--- config.mk ---
export PLATFORM = sky130hd
export DESIGN_NAME = esp_uart2
export DESIGN_NICKNAME = d
export VERILOG_FILES = /design/src/rtl/esp_uart2_pkg.sv /design/src/rtl/uart_fifo.sv /design/src/rtl/esp_uart2.sv
export SDC_FILE = /design/constraint.sdc
export NUM_CORES = 1
export LEC_CHECK = 0
export ABC_AREA = 0
export BUFFER_PORTS_ARGS = -buffer_cell sky130_fd_sc_hd__clkbuf_2
export CAP_MARGIN = 0
export CORE_ASPECT_RATIO = 0.9
export CORE_UTILIZATION = 58
export CTS_CLUSTER_SIZE = 16
export DETAILED_ROUTE_END_ITERATION = 10
export PLACE_DENSITY = 0.75
export SLEW_MARGIN = 20
export SYNTH_ARGS = -nofsm -noshare
export SYNTH_HDL_FRONTEND = slang
export SYNTH_HIERARCHICAL = 1
export SYNTH_SLANG_ARGS = --single-unit
--- constraint.sdc ---
create_clock -name clk -period 8.2 [get_ports clk]
set_clock_uncertainty 0.2 [all_clocks]
set_input_delay 0.41 -clock clk [delete_from_list [all_inputs] [get_ports clk]]
set_output_delay 0.41 -clock clk [all_outputs]
set_load 0.01 [all_outputs]
--- src/rtl/esp_uart2_pkg.sv ---
// Shared encodings and helpers for the esp_uart2 UART and its FIFOs.
package esp_uart2_pkg;

    // Smallest usable bit period divisor; anything lower is clamped up to it.
    localparam logic [15:0] MIN_BAUD_DIV = 16'd3;

    typedef enum logic [1:0] {
        PAR_NONE  = 2'b00,
        PAR_EVEN  = 2'b01,
        PAR_ODD   = 2'b10,
        PAR_NONE2 = 2'b11
    } parity_e;

    typedef enum logic [2:0] {
        TX_IDLE,
        TX_START,
        TX_DATA,
        TX_PARITY,
        TX_STOP,
        TX_BREAK,
        TX_GUARD
    } tx_state_e;

    typedef enum logic [2:0] {
        RX_IDLE,
        RX_START,
        RX_DATA,
        RX_PARITY,
        RX_STOP,
        RX_WAIT_HIGH
    } rx_state_e;

    function automatic logic parity_enabled(input logic [1:0] mode);
        return (mode == PAR_EVEN) || (mode == PAR_ODD);
    endfunction

    // Parity bit that makes the total count of ones even (or odd).
    function automatic logic parity_bit(input logic [7:0] data, input logic [1:0] mode);
        return (mode == PAR_ODD) ? ~^data : ^data;
    endfunction

endpackage

--- src/rtl/uart_fifo.sv ---
// Synchronous show-ahead FIFO: rdata always presents the oldest entry.
module uart_fifo
    import esp_uart2_pkg::*;
#(
    parameter int AW     = 4,
    parameter int DATA_W = 8
) (
    input  logic              clk,
    input  logic              rst_n,
    input  logic              wr,
    input  logic [DATA_W-1:0] wdata,
    input  logic              rd,
    output logic [DATA_W-1:0] rdata,
    output logic              empty,
    output logic              full,
    output logic [AW:0]       level
);

    localparam int DEPTH = 1 << AW;

    logic [DATA_W-1:0] mem [DEPTH];
    logic [AW:0]       wr_ptr;
    logic [AW:0]       rd_ptr;
    logic              do_wr;
    logic              do_rd;

    // Pointers carry one extra wrap bit so full and empty are distinguishable.
    assign level = wr_ptr - rd_ptr;
    assign empty = (level == '0);
    assign full  = level[AW];
    assign do_rd = rd && !empty;
    // A write into a full FIFO is still accepted when a read frees a slot in the same cycle.
    assign do_wr = wr && (!full || do_rd);
    assign rdata = mem[rd_ptr[AW-1:0]];

    // Advance read and write pointers on accepted operations.
    always_ff @(posedge clk or negedge rst_n) begin
        if (!rst_n) begin
            wr_ptr <= '0;
            rd_ptr <= '0;
        end else begin
            if (do_wr) wr_ptr <= wr_ptr + 1'b1;
            if (do_rd) rd_ptr <= rd_ptr + 1'b1;
        end
    end

    // Storage array, written without reset.
    always_ff @(posedge clk) begin
        if (do_wr) mem[wr_ptr[AW-1:0]] <= wdata;
    end

endmodule

--- src/rtl/esp_uart2.sv ---
// UART with TX/RX FIFOs, runtime baud divisor, parity, CTS-gated TX and RTS threshold.
module esp_uart2
    import esp_uart2_pkg::*;
#(
    parameter int TXFIFO_AW  = 4,
    parameter int RXFIFO_AW  = 5,
    parameter int RTS_MARGIN = 4
) (
    input  logic               clk,
    input  logic               rst_n,
    input  logic [15:0]        baud_div,
    input  logic [1:0]         parity_mode,
    input  logic               flow_ctrl_en,
    input  logic [7:0]         tx_data,
    input  logic               tx_wr,
    input  logic               tx_break,
    output logic               tx_full,
    output logic               tx_idle,
    output logic [7:0]         rx_data,
    input  logic               rx_rd,
    output logic               rx_not_empty,
    output logic [RXFIFO_AW:0] rx_level,
    output logic               rx_overflow,
    output logic               rx_framing_error,
    output logic               rx_parity_error,
    output logic               rx_break,
    input  logic               uart_rxd,
    output logic               uart_txd,
    input  logic               uart_cts,
    output logic               uart_rts
);

    localparam int RX_DEPTH = 1 << RXFIFO_AW;
    localparam logic [RXFIFO_AW:0] RTS_THRESH = (RXFIFO_AW + 1)'(RX_DEPTH - RTS_MARGIN);

    function automatic logic [15:0] sat_div(input logic [15:0] d);
        return (d < MIN_BAUD_DIV) ? MIN_BAUD_DIV : d;
    endfunction

    // Synchronisers: rxd_p2 is the previous synchronised sample, used for edge detection.
    logic rxd_p0, rxd_p1, rxd_p2;
    logic cts_p0, cts_p1;

    // TX side
    logic [7:0]       tx_rdata;
    logic             tx_empty;
    logic             tx_fifo_full;
    logic [TXFIFO_AW:0] tx_level;
    tx_state_e        tx_state;
    logic [15:0]      tx_div;
    logic [15:0]      tx_cnt;
    logic [1:0]       tx_pmode;
    logic [2:0]       tx_bit;
    logic [7:0]       tx_shift;
    logic             tx_par;
    logic             tx_bit_end;
    logic             tx_can_start;
    logic             tx_decide;
    logic             tx_pop;

    // RX side
    logic [7:0]       rx_rdata;
    logic             rx_empty;
    logic             rx_full;
    rx_state_e        rx_state;
    logic [15:0]      rx_div;
    logic [15:0]      rx_cnt;
    logic [1:0]       rx_pmode;
    logic [2:0]       rx_bit;
    logic [7:0]       rx_shift;
    logic             rx_par_bit;
    logic             rx_bit_end;
    logic             rx_half;
    logic             rx_fall;
    logic             push_p0, perr_p0, brk_p0, ferr_p0;

    uart_fifo #(.AW(TXFIFO_AW), .DATA_W(8)) u_tx_fifo (
        .clk   (clk),
        .rst_n (rst_n),
        .wr    (tx_wr && !tx_fifo_full),
        .wdata (tx_data),
        .rd    (tx_pop),
        .rdata (tx_rdata),
        .empty (tx_empty),
        .full  (tx_fifo_full),
        .level (tx_level)
    );

    uart_fifo #(.AW(RXFIFO_AW), .DATA_W(8)) u_rx_fifo (
        .clk   (clk),
        .rst_n (rst_n),
        .wr    (push_p0),
        .wdata (rx_shift),
        .rd    (rx_rd),
        .rdata (rx_rdata),
        .empty (rx_empty),
        .full  (rx_full),
        .level (rx_level)
    );

    assign tx_full      = tx_fifo_full;
    assign tx_idle      = (tx_level == '0) && (tx_state == TX_IDLE);
    assign rx_not_empty = !rx_empty;

    // Double-flop both asynchronous pins; idle line level is high, CTS defaults to ready.
    always_ff @(posedge clk or negedge rst_n) begin
        if (!rst_n) begin
            rxd_p0 <= 1'b1;
            rxd_p1 <= 1'b1;
            rxd_p2 <= 1'b1;
            cts_p0 <= 1'b0;
            cts_p1 <= 1'b0;
        end else begin
            rxd_p0 <= uart_rxd;
            rxd_p1 <= rxd_p0;
            rxd_p2 <= rxd_p1;
            cts_p0 <= uart_cts;
            cts_p1 <= cts_p0;
        end
    end

    // The end of a stop bit makes the same start/break decision as IDLE, giving back-to-back frames.
    assign tx_bit_end   = (tx_cnt == tx_div);
    assign tx_can_start = !tx_empty && !tx_break && !(flow_ctrl_en && cts_p1);
    assign tx_decide    = (tx_state == TX_IDLE) || ((tx_state == TX_STOP) && tx_bit_end);
    assign tx_pop       = tx_decide && tx_can_start;

    // TX state machine; uart_txd is registered and is forced high by reset.
    always_ff @(posedge clk or negedge rst_n) begin
        if (!rst_n) begin
            tx_state <= TX_IDLE;
            uart_txd <= 1'b1;
            tx_cnt   <= '0;
            tx_div   <= MIN_BAUD_DIV;
            tx_pmode <= PAR_NONE;
            tx_bit   <= '0;
        end else if (tx_decide) begin
            tx_cnt <= '0;
            if (tx_break) begin
                tx_state <= TX_BREAK;
                uart_txd <= 1'b0;
                tx_div   <= sat_div(baud_div);
            end else if (tx_can_start) begin
                tx_state <= TX_START;
                uart_txd <= 1'b0;
                tx_div   <= sat_div(baud_div);
                tx_pmode <= parity_mode;
                tx_bit   <= '0;
            end else begin
                tx_state <= TX_IDLE;
                uart_txd <= 1'b1;
            end
        end else begin
            case (tx_state)
                TX_BREAK: begin
                    tx_cnt <= '0;
                    if (!tx_break) begin
                        tx_state <= TX_GUARD;
                        uart_txd <= 1'b1;
                    end
                end
                default: begin
                    if (!tx_bit_end) begin
                        tx_cnt <= tx_cnt + 16'd1;
                    end else begin
                        tx_cnt <= '0;
                        case (tx_state)
                            TX_START: begin
                                tx_state <= TX_DATA;
                                uart_txd <= tx_shift[0];
                            end
                            TX_DATA: begin
                                if (tx_bit == 3'd7) begin
                                    if (parity_enabled(tx_pmode)) begin
                                        tx_state <= TX_PARITY;
                                        uart_txd <= tx_par;
                                    end else begin
                                        tx_state <= TX_STOP;
                                        uart_txd <= 1'b1;
                                    end
                                end else begin
                                    tx_bit   <= tx_bit + 3'd1;
                                    uart_txd <= tx_shift[1];
                                end
                            end
                            TX_PARITY: begin
                                tx_state <= TX_STOP;
                                uart_txd <= 1'b1;
                            end
                            default: begin
                                tx_state <= TX_IDLE;
                                uart_txd <= 1'b1;
                            end
                        endcase
                    end
                end
            endcase
        end
    end

    // TX data path: load the byte and its parity at pop, shift right after each data bit.
    always_ff @(posedge clk) begin
        if (tx_pop) begin
            tx_shift <= tx_rdata;
            tx_par   <= parity_bit(tx_rdata, parity_mode);
        end else if ((tx_state == TX_DATA) && tx_bit_end) begin
            tx_shift <= {1'b0, tx_shift[7:1]};
        end
    end

    // START samples at (div+1)/2 clocks, later bits every div+1 clocks.
    assign rx_bit_end = (rx_cnt == rx_div);
    assign rx_half    = (rx_cnt == ((rx_div >> 1) + {15'd0, rx_div[0]}));
    assign rx_fall    = rxd_p2 && !rxd_p1;

    // RX state machine; stop-bit outcomes are staged in *_p0 for one cycle.
    always_ff @(posedge clk or negedge rst_n) begin
        if (!rst_n) begin
            rx_state <= RX_IDLE;
            rx_cnt   <= '0;
            rx_div   <= MIN_BAUD_DIV;
            rx_pmode <= PAR_NONE;
            rx_bit   <= '0;
            push_p0  <= 1'b0;
            perr_p0  <= 1'b0;
            brk_p0   <= 1'b0;
            ferr_p0  <= 1'b0;
        end else begin
            push_p0 <= 1'b0;
            perr_p0 <= 1'b0;
            brk_p0  <= 1'b0;
            ferr_p0 <= 1'b0;
            case (rx_state)
                RX_IDLE: begin
                    rx_cnt <= '0;
                    if (rx_fall) begin
                        rx_state <= RX_START;
                        rx_div   <= sat_div(baud_div);
                        rx_pmode <= parity_mode;
                    end
                end
                RX_START: begin
                    if (rx_half) begin
                        rx_cnt <= '0;
                        rx_bit <= '0;
                        // A line already back high means the falling edge was a glitch.
                        rx_state <= rxd_p1 ? RX_IDLE : RX_DATA;
                    end else begin
                        rx_cnt <= rx_cnt + 16'd1;
                    end
                end
                RX_DATA: begin
                    if (rx_bit_end) begin
                        rx_cnt <= '0;
                        if (rx_bit == 3'd7) begin
                            rx_state <= parity_enabled(rx_pmode) ? RX_PARITY : RX_STOP;
                        end else begin
                            rx_bit <= rx_bit + 3'd1;
                        end
                    end else begin
                        rx_cnt <= rx_cnt + 16'd1;
                    end
                end
                RX_PARITY: begin
                    if (rx_bit_end) begin
                        rx_cnt   <= '0;
                        rx_state <= RX_STOP;
                    end else begin
                        rx_cnt <= rx_cnt + 16'd1;
                    end
                end
                RX_STOP: begin
                    if (rx_bit_end) begin
                        rx_cnt <= '0;
                        if (rxd_p1) begin
                            rx_state <= RX_IDLE;
                            push_p0  <= 1'b1;
                            perr_p0  <= parity_enabled(rx_pmode) &&
                                        (rx_par_bit != parity_bit(rx_shift, rx_pmode));
                        end else begin
                            rx_state <= RX_WAIT_HIGH;
                            if ((rx_shift == 8'h00) && !rx_par_bit) brk_p0 <= 1'b1;
                            else                                    ferr_p0 <= 1'b1;
                        end
                    end else begin
                        rx_cnt <= rx_cnt + 16'd1;
                    end
                end
                default: begin
                    rx_cnt <= '0;
                    if (rxd_p1) rx_state <= RX_IDLE;
                end
            endcase
        end
    end

    // RX data path: shift data bits in LSB first and capture the parity bit.
    always_ff @(posedge clk) begin
        if (rx_state == RX_START) begin
            rx_par_bit <= 1'b0;
        end else if ((rx_state == RX_DATA) && rx_bit_end) begin
            rx_shift <= {rxd_p1, rx_shift[7:1]};
        end else if ((rx_state == RX_PARITY) && rx_bit_end) begin
            rx_par_bit <= rxd_p1;
        end
    end

    // Event pulses, RTS compare and the registered read port.
    always_ff @(posedge clk or negedge rst_n) begin
        if (!rst_n) begin
            rx_overflow      <= 1'b0;
            rx_framing_error <= 1'b0;
            rx_parity_error  <= 1'b0;
            rx_break         <= 1'b0;
            uart_rts         <= 1'b0;
            rx_data          <= 8'h00;
        end else begin
            rx_overflow      <= push_p0 && rx_full && !rx_rd;
            rx_framing_error <= ferr_p0;
            rx_parity_error  <= push_p0 && perr_p0;
            rx_break         <= brk_p0;
            uart_rts         <= (rx_level >= RTS_THRESH);
            if (rx_rd && !rx_empty) rx_data <= rx_rdata;
        end
    end

endmodule
==> impl_metrics.py, run 1 <==
metrics = {
    "logic_synthesis": {
        "synthXorXnorAreaFrac_pct": 4.46,
        "synth_compound_area_share_pct": 2.51,
        "synth-main-ff-cell": "edfxtp_1",
        "synth_fa_ha_area_share_pct": 1.92,
        "synth-seq-cells": 527,
        "async_flop_share_pct": 23.7,
        "synth_fp_nets": 1439,
        "synth.area.mux_share_pct": 14.9,
        "synthDistinctLibCells": 85,
        "synth_edf_count": 401,
        "synth_area_sq_um": 22900,
        "synth-simple-area-share_pct": 7.59,
        "synth_top_family_by_area": "multiplexers",
        "yosysWarnings": 6,
        "syn-instance-count": 1371,
        "synth_seq_area_share_pct": 66.3,
        "syn_area_per_cell_sq_um": 16.7,
    },
    "worst_hold_path": {
        "hold_path.class": "in -> reg",
    },
    "global_routing": {
        "grtUsageTotal_pct": 23.8,
        "antenna_found_initial": 1,
        "grt_pass1_vias": 12132,
        "overflow": 0,
        "grt_max_degree": 82,
        "grt_pass1_wl_um": 71300,
    },
    "die": {
        "ioPinCount": 57,
        "rows": 68,
        "start_util_pct": 59.4,
        "die_height_um": 191,
        "die-area_sq_um": 40300,
        "core_sq_um": 38600,
        "die_w_um": 212,
    },
    "detailed_routing": {
        "vias_per_cell": 5.96,
        "antenna_left": 0,
        "route.detailed.drc": 0,
        "drt_iter0_drc": 972,
        "wl_per_cell_um": 22.8,
        "dr.pass1.iters": 5,
        "vias": 11989,
        "drt_wl_total_um": 45900,
    },
    "cts": {
        "clock_path_buffers": 3,
        "clkSlewWorstSetupHoldPaths_ns": 0.07,
        "cts_root_buf": "clkbuf_16",
        "clkLatencyLatePin_ns": 0.59,
        "cts_tree": "yes",
        "cts_made_buffers": 50,
        "clkSinkCount": 527,
        "cts_max_level": 2,
        "post_cts_resized": 0,
    },
    "critical_path": {
        "critPathRequiredTime_ns": 8.20,
        "cpPeakStageDelay_ns": 0.72,
        "worst_path_most_repeated_cell": "buf_4",
        "rr_startpoint": "u_rx_fifo/rd_ptr[1]",
        "worstRegToRegCells": 10,
        "cp-end-kind": "flop",
        "cp-endpoint": "u_rx_fifo/mem[28][3]",
        "critPathLaunchType": "flop",
        "critPathArrivalTime_ns": 4.52,
        "critical_path_class": "reg -> reg",
        "cpMaxStageDelayCell": "buf_4",
        "crit_start": "u_rx_fifo/rd_ptr[1]",
        "critPathMaxFanout": 69,
        "reg2reg_slack_ns": 3.68,
        "r2r_end": "u_rx_fifo/mem[28][3]",
        "crit_chain": "buf_4 > inv_1 > ha_1 > nor2b_1 > o2111ai_1 > nand3_1 > xnor2_2 > o211ai_1 > buf_4 > nor2_1",
    },
    "timing": {
        "setup_viol": 0,
        "slew_violations": 0,
        "finalCritPeriodShare_pct": 55.1,
        "final_hold_viol_count": 0,
        "fin_crit_ns": 4.52,
        "finalSetupTns_ns": 0,
        "fmaxAchievable_mhz": 221,
        "worst_pin_slew_ns": 1.00,
        "rsz0062_at_grt": "no",
        "maxSlewHeadroom_pct": 33.3,
    },
    "cells_and_area": {
        "final_cell_mix": "edfxtp_1 (401), dfrtp_1 (115), nor2_1 (95), mux4_2 (90), xnor2_1 (83)",
        "area_growth_syn_to_layout_pct": 10.9,
        "fillers": 2699,
        "stdcell_area_sq_um": 25400,
        "layout_commonest_cell": "edfxtp_1",
        "antenna_cells": 0,
        "drive_gt1_share_pct": 22.1,
        "num-nets-final": 1516,
    },
    "outcome": {
        "status": "finished, final reports clean",
    },
    "placement": {
        "dp_hpwl_um": 29400,
        "port_buffers": 56,
        "dpl-instance-area_sq_um": 23600,
        "gp_congestion": 0.848,
    },
    "power": {
        "cellPowerDensity_nw_per_um2": 322,
        "leakage_nw": 8.96,
        "vdd_drop_max_mv": 0.369,
    },
    "run": {
        "drv_cap": 0,
    },
}
how the worst min path moves through the flow:
stage	from	endpoint	slack, ns	cells past startpoint
after CTS	tx_break	tx_state[2]	0.05	4
after global routing	tx_break	tx_state[2]	0.07	4
after global placement	cts_p0	cts_p1	0.13	0
after floorplan	rst_n	brk_p0	-0.09	0
final	tx_break	tx_state[2]	0.09	4
after detailed placement	cts_p0	cts_p1	0.14	0
cell families after synthesis:
| kind of cell | Yosys count |
|---|---|
| AO/OA/AOI/OAI | 87 |
| XOR/XNOR | 116 |
| adder cells (fa/ha/maj) | 34 |
| buffers and inverters | 111 |
| flip-flops | 527 |
| multiplexers | 173 |
| AND/OR/NAND/NOR | 323 |
power by group:
part | switching (mW) | internal (mW) | leakage (nW)
clock network | 0.985 | 1.18 | 0.745
logic | 1.30 | 1.27 | 3.04
registers | 0.323 | 3.14 | 5.18
registers in the layout, summed over array words and instances, names as in the netlist, 2 cells and up:
register	count
rx_data	8
tx_cnt	16
tx_div	16
u_rx_fifo/rd_ptr	6
rx_div	16
rx_bit	3
u_tx_fifo/rd_ptr	5
tx_shift	8
rx_cnt	16
rx_state	3
tx_pmode	2
tx_state	3
rx_shift	8
u_rx_fifo/wr_ptr	6
rx_pmode	2
u_rx_fifo/mem	256
tx_bit	3
u_tx_fifo/mem	128
u_tx_fifo/wr_ptr	5
cells in the mapped netlist (2+ instances only):
cell | number | share of area [%]
nor4_4 | 2 | 0.19
inv_2 | 2 | 0.033
mux2_2 | 49 | 2.4
mux2i_1 | 2 | 0.087
mux4_2 | 90 | 8.8
o21ai_1 | 4 | 0.087
ha_1 | 32 | 1.7
dfstp_2 | 8 | 0.92
o211ai_1 | 6 | 0.20
nor3_1 | 14 | 0.31
clkbuf_1 | 41 | 0.67
inv_1 | 39 | 0.64
nor2_4 | 10 | 0.49
nor2_2 | 2 | 0.055
nand2_1 | 64 | 1.0
xor2_1 | 32 | 1.2
mux4_1 | 30 | 3.4
mux2_1 | 2 | 0.098
buf_4 | 4 | 0.13
nor2_1 | 95 | 1.6
nand3_1 | 34 | 0.74
a21oi_1 | 24 | 0.52
dfrtp_1 | 117 | 13
and4_1 | 5 | 0.19
nor3_2 | 2 | 0.087
fa_1 | 2 | 0.17
o22ai_1 | 2 | 0.055
o211ai_2 | 2 | 0.11
nor2b_1 | 8 | 0.22
o21ai_0 | 22 | 0.48
or3_1 | 3 | 0.082
nor4_1 | 11 | 0.30
or3b_2 | 2 | 0.076
a22o_1 | 2 | 0.076
xnor2_1 | 83 | 3.2
nand4_1 | 16 | 0.44
buf_6 | 8 | 0.39
and2_1 | 10 | 0.27
nand2b_1 | 7 | 0.19
nor3b_1 | 2 | 0.065
buf_2 | 14 | 0.31
nand3b_1 | 5 | 0.16
edfxtp_1 | 401 | 53
and3_1 | 17 | 0.46
o31ai_1 | 4 | 0.13
what timing repair did:
action,in CTS,in global routing
setup buffers,0,0
endpoints found under the hold margin,111,0
hold buffers,21,0
layout make-up:
cell class              count  area (sq um)  share of cell area, %
multi-input cells         733          7190                   28.3
clock buffers              60          1310                   5.15
clock inverters            31           216                  0.852
inverters                  41           154                  0.606
well taps                 525           657                   2.58
repair buffers             95           682                   2.68
flip-flops and latches    527         15200                   59.8
per-layer routing:
metal,vias up,wire length (um),global-route usage [%]
li1,5403,-,-
met1,6148,19800,33.8
met2,361,22600,38.7
met3,75,2490,3.69
met4,2,913,6.33
met5,-,10,0
through the flow:
step                hold slack, ns  total power, mW  std cells  utilization [%]  setup WS (ns)
floorplan                  -0.0856             5.47       1371                -           3.90
global placement             0.134             6.01       1894             61.0           3.81
detailed placement           0.139             6.07       1898             61.2           3.74
CTS                         0.0485             8.25       2010             65.7           3.73
global route                0.0710             8.60       2012             65.8           3.39
finish                      0.0925             8.19       2012             65.8           3.68
worst max-delay path, delay by kind of cell, from the launching register on:
kind / cells / cell delay, ns
compound gates: 2 / 0.61
xor+xnor: 1 / 0.58
fa+ha+maj: 1 / 0.32
buf+inv: 3 / 1.13
flops: 1 / 0.34
simple gates: 3 / 0.88
No activity file was read; power rests on OpenSTA's default activity.
==> run 2: changes to the inputs <==
ABC_AREA = 1   (was 0)
CORE_UTILIZATION = 57   (was 58)
PLACE_DENSITY = 0.77   (was 0.75)
clock period = 4 ns   (was 8.2 ns; I/O delays follow)
==> run 2 against run 1 <==
Synthesized cell count is 65% higher. Combinational power grew 120%. Final cell count up 48%. Setup slack got worse by 3.2 ns. Routed wire length up 25%. Die area rose by 5.2%. Via count grew 44%. Critical path type unchanged. Critical endpoint is now tx_div[13].
==> impl_metrics.py, run 2 <==
metrics = {
    "outcome": {
        "status": "finished, final reports clean",
    },
    "timing": {
        "worst_pin_slew_ns": 0.904,
        "setup_viol": 0,
        "finalSetupTns_ns": 0,
        "fmaxAchievable_mhz": 287,
        "hold_slack_ns": 0.0245,
        "finalCritPeriodShare_pct": 87.0,
        "fin_crit_ns": 3.48,
        "slew_violations": 0,
        "rsz0062_at_grt": "no",
        "maxSlewHeadroom_pct": 39.6,
        "final_hold_viol_count": 0,
    },
    "die": {
        "rows": 70,
        "core_sq_um": 40800,
        "die_height_um": 196,
        "ioPinCount": 57,
        "die_w_um": 217,
        "die-area_sq_um": 42400,
        "start_util_pct": 58.1,
    },
    "power": {
        "cellPowerDensity_nw_per_um2": 655,
        "intPower_mw": 11.3,
        "power_frac_comb_pct": 32.1,
        "seqPwrFrac_pct": 38.6,
        "swShare_pct": 35.9,
        "p_sw_mw": 6.34,
        "pwr-share-clk_pct": 29.4,
        "vdd_drop_max_mv": 0.717,
        "leakage_nw": 10.5,
    },
    "detailed_routing": {
        "wl_per_cell_um": 19.2,
        "vias_per_cell": 5.80,
        "route.detailed.drc": 0,
        "antenna_left": 0,
        "vias": 17238,
        "drt_iter0_drc": 1967,
        "drt_wl_total_um": 57200,
        "dr.pass1.iters": 6,
    },
    "placement": {
        "port_buffers": 56,
        "dp_cells": 2834,
        "dp_hpwl_um": 35800,
        "gp_congestion": 0.935,
    },
    "cells_and_area": {
        "instances_no_fill": 2972,
        "drive_gt1_share_pct": 11.1,
        "area_growth_syn_to_layout_pct": 13.7,
        "layout_commonest_cell": "edfxtp_1",
        "largest_reg_flops": 256,
        "antenna_cells": 0,
        "num-nets-final": 2455,
        "final_cell_mix": "edfxtp_1 (401), nand2_1 (400), nor2_1 (320), o21ai_0 (197), nand3_1 (179)",
    },
    "critical_path": {
        "crit_chain": "inv_1 > ha_1 > inv_1 > fa_1 > nand3_1 > nand2_1 > nand2_1 > nand2_2 > inv_1 > nand2_1 > inv_1 > inv_1 > nand3_1 > inv_1 > o21ai_2 > buf_4 > o21ai_0 > dlygate4sd3_1",
        "critPathLaunchType": "flop",
        "cp_top_family": "buffers and inverters",
        "critPathArrivalTime_ns": 3.76,
        "crit_start": "u_tx_fifo/wr_ptr[0]",
        "rr_startpoint": "u_tx_fifo/wr_ptr[0]",
        "critPathMaxFanout": 34,
        "critPathRequiredTime_ns": 4.28,
        "cpPeakStageDelay_ns": 0.57,
        "worst_path_most_repeated_cell": "inv_1",
        "critical_path_class": "reg -> reg",
        "cp_num_buf_inv": 8,
        "cpMaxStageDelayCell": "dlygate4sd3_1",
        "cp-end-kind": "flop",
    },
    "logic_synthesis": {
        "syn-instance-count": 2266,
        "synth_fp_nets": 2334,
        "yosys.cell_count.top_type": "edfxtp_1",
        "synth_common_cells": "edfxtp_1 (401), nand2_1 (400), nor2_1 (322), o21ai_0 (198), nand3_1 (179)",
        "synth_seq_area_share_pct": 64.1,
        "synth-main-ff-cell": "edfxtp_1",
        "synth_edf_count": 401,
        "synthDistinctLibCells": 53,
        "synth_area_sq_um": 23700,
        "netlist.area_leader.share_pct": 50.8,
        "synth-seq-cells": 527,
        "yosysWarnings": 6,
        "yosys-top-cells-area": "edfxtp_1 (51%), dfrtp_1 (12%), nand2_1 (6.3%), nor2_1 (5.1%), o21ai_0 (4.2%)",
        "yosysTopAreaCell": "edfxtp_1",
        "async_flop_share_pct": 23.7,
        "syn_area_per_cell_sq_um": 10.5,
    },
    "cts": {
        "clock_path_buffers": 3,
        "cts_setup_buffers": 0,
        "clkLatencyLatePin_ns": 0.61,
        "clkSinkCount": 527,
        "clkSlewWorstSetupHoldPaths_ns": 0.07,
        "cts_made_buffers": 53,
        "cts_tree": "yes",
        "cts_max_level": 2,
        "cts_root_buf": "clkbuf_16",
    },
    "global_routing": {
        "grt_pass1_wl_um": 91000,
        "antenna_found_initial": 0,
        "grt_max_degree": 84,
        "overflow": 0,
        "grtUsageTotal_pct": 27.4,
        "grt_pass1_vias": 16800,
    },
    "worst_hold_path": {
        "hold_start": "uart_rxd",
        "hold_path.class": "in -> reg",
    },
    "run": {
        "drv_cap": 0,
    },
}
## run 2: changes by cell type after synthesis, moves of 30 or more
cell / delta
nand2_1: +336
xnor2_1: -44
inv_1: +102
o21ai_0: +176
o211ai_1: +34
nor3_1: +52
nor2_1: +227
mux2_2: -40
mux4_1: -30
nand3_1: +145
mux4_2: -90
## run 2: through the flow
| step | power (mW) | area (sq um) | setup slack (ns) | util, % |
|---|---|---|---|---|
| floorplan | 10.8 | 23700 | 0.278 | - |
| global placement | 12.2 | 24700 | 0.505 | 60.6 |
| detailed placement | 12.4 | 24700 | 0.373 | 60.6 |
| CTS | 17.6 | 27000 | 0.354 | 66.1 |
| global route | 18.6 | 27000 | 0.203 | 66.1 |
| finish | 17.7 | 27000 | 0.520 | 66.1 |
## run 2: timing repair
| item | 4_1_cts | 5_1_grt |
|---|---|---|
| resized for setup | 0 | 1 |
| endpoints found under the hold margin | 264 | 0 |
| endpoints found under the setup margin | 0 | 8 |
| hold buffers | 38 | 0 |
## run 2: worst paths after layout
kind / end / slack (ns) / cells past startpoint
min in group asynchronous: tx_cnt[13] / 0.52 / 3
max reg2reg: tx_div[13] / 0.52 / 18
min reg2reg: rx_framing_error / 0.14 / 0
max in group asynchronous: tx_div[13] / 1.94 / 4
min: rxd_p0 / 0.02 / 2
max: tx_div[13] / 0.52 / 18
## run 2: layout make-up
class,instances,area [sq um]
multi-input cells,1477,7400
clock inverters,33,372
flip-flops and latches,527,15200
well taps,540,676
clock buffers,67,1470
repair buffers,173,1260
inverters,155,582
fillers,3021,13800
## run 2: per-layer routing
layer	track usage, %	vias up	wire, um
met1	38.6	8332	23700
li1	-	8012	-
met3	4.64	101	4970
met4	8.22	0	1280
met5	0	-	0
met2	43.9	793	27200
## run 2: worst register-to-register path: stages, from the launching register on
cell and delay, ns:
dfrtp_1 0.42, inv_1 0.15, ha_1 0.16, inv_1 0.06, fa_1 0.41, nand3_1 0.14, nand2_1 0.07, nand2_1 0.07
nand2_2 0.10, inv_1 0.07, nand2_1 0.12, inv_1 0.08, inv_1 0.04, nand3_1 0.09, inv_1 0.06, o21ai_2 0.12
buf_4 0.31, o21ai_0 0.13, dlygate4sd3_1 0.57
## run 2: cell families (layout without fill, tap and decap cells)
family	Yosys count	after routing	share of synthesized area (%)
buffers and inverters	262	428	4.72
AO/OA/AOI/OAI	331	331	7.65
flip-flops	527	527	64.1
multiplexers	9	9	0.427
AND/OR/NAND/NOR	1017	1017	18.1
adder cells (fa/ha/maj)	34	34	1.86
XOR/XNOR	86	86	3.18
## run 2: power by group through the flow
stage,registers [mW],logic (mW),clock network [mW]
floorplan,6.78,4.06,0
global placement,6.89,5.27,0
detailed placement,6.91,5.44,0
CTS,6.80,5.56,5.24
global route,6.87,6.27,5.44
finish,6.81,5.67,5.19
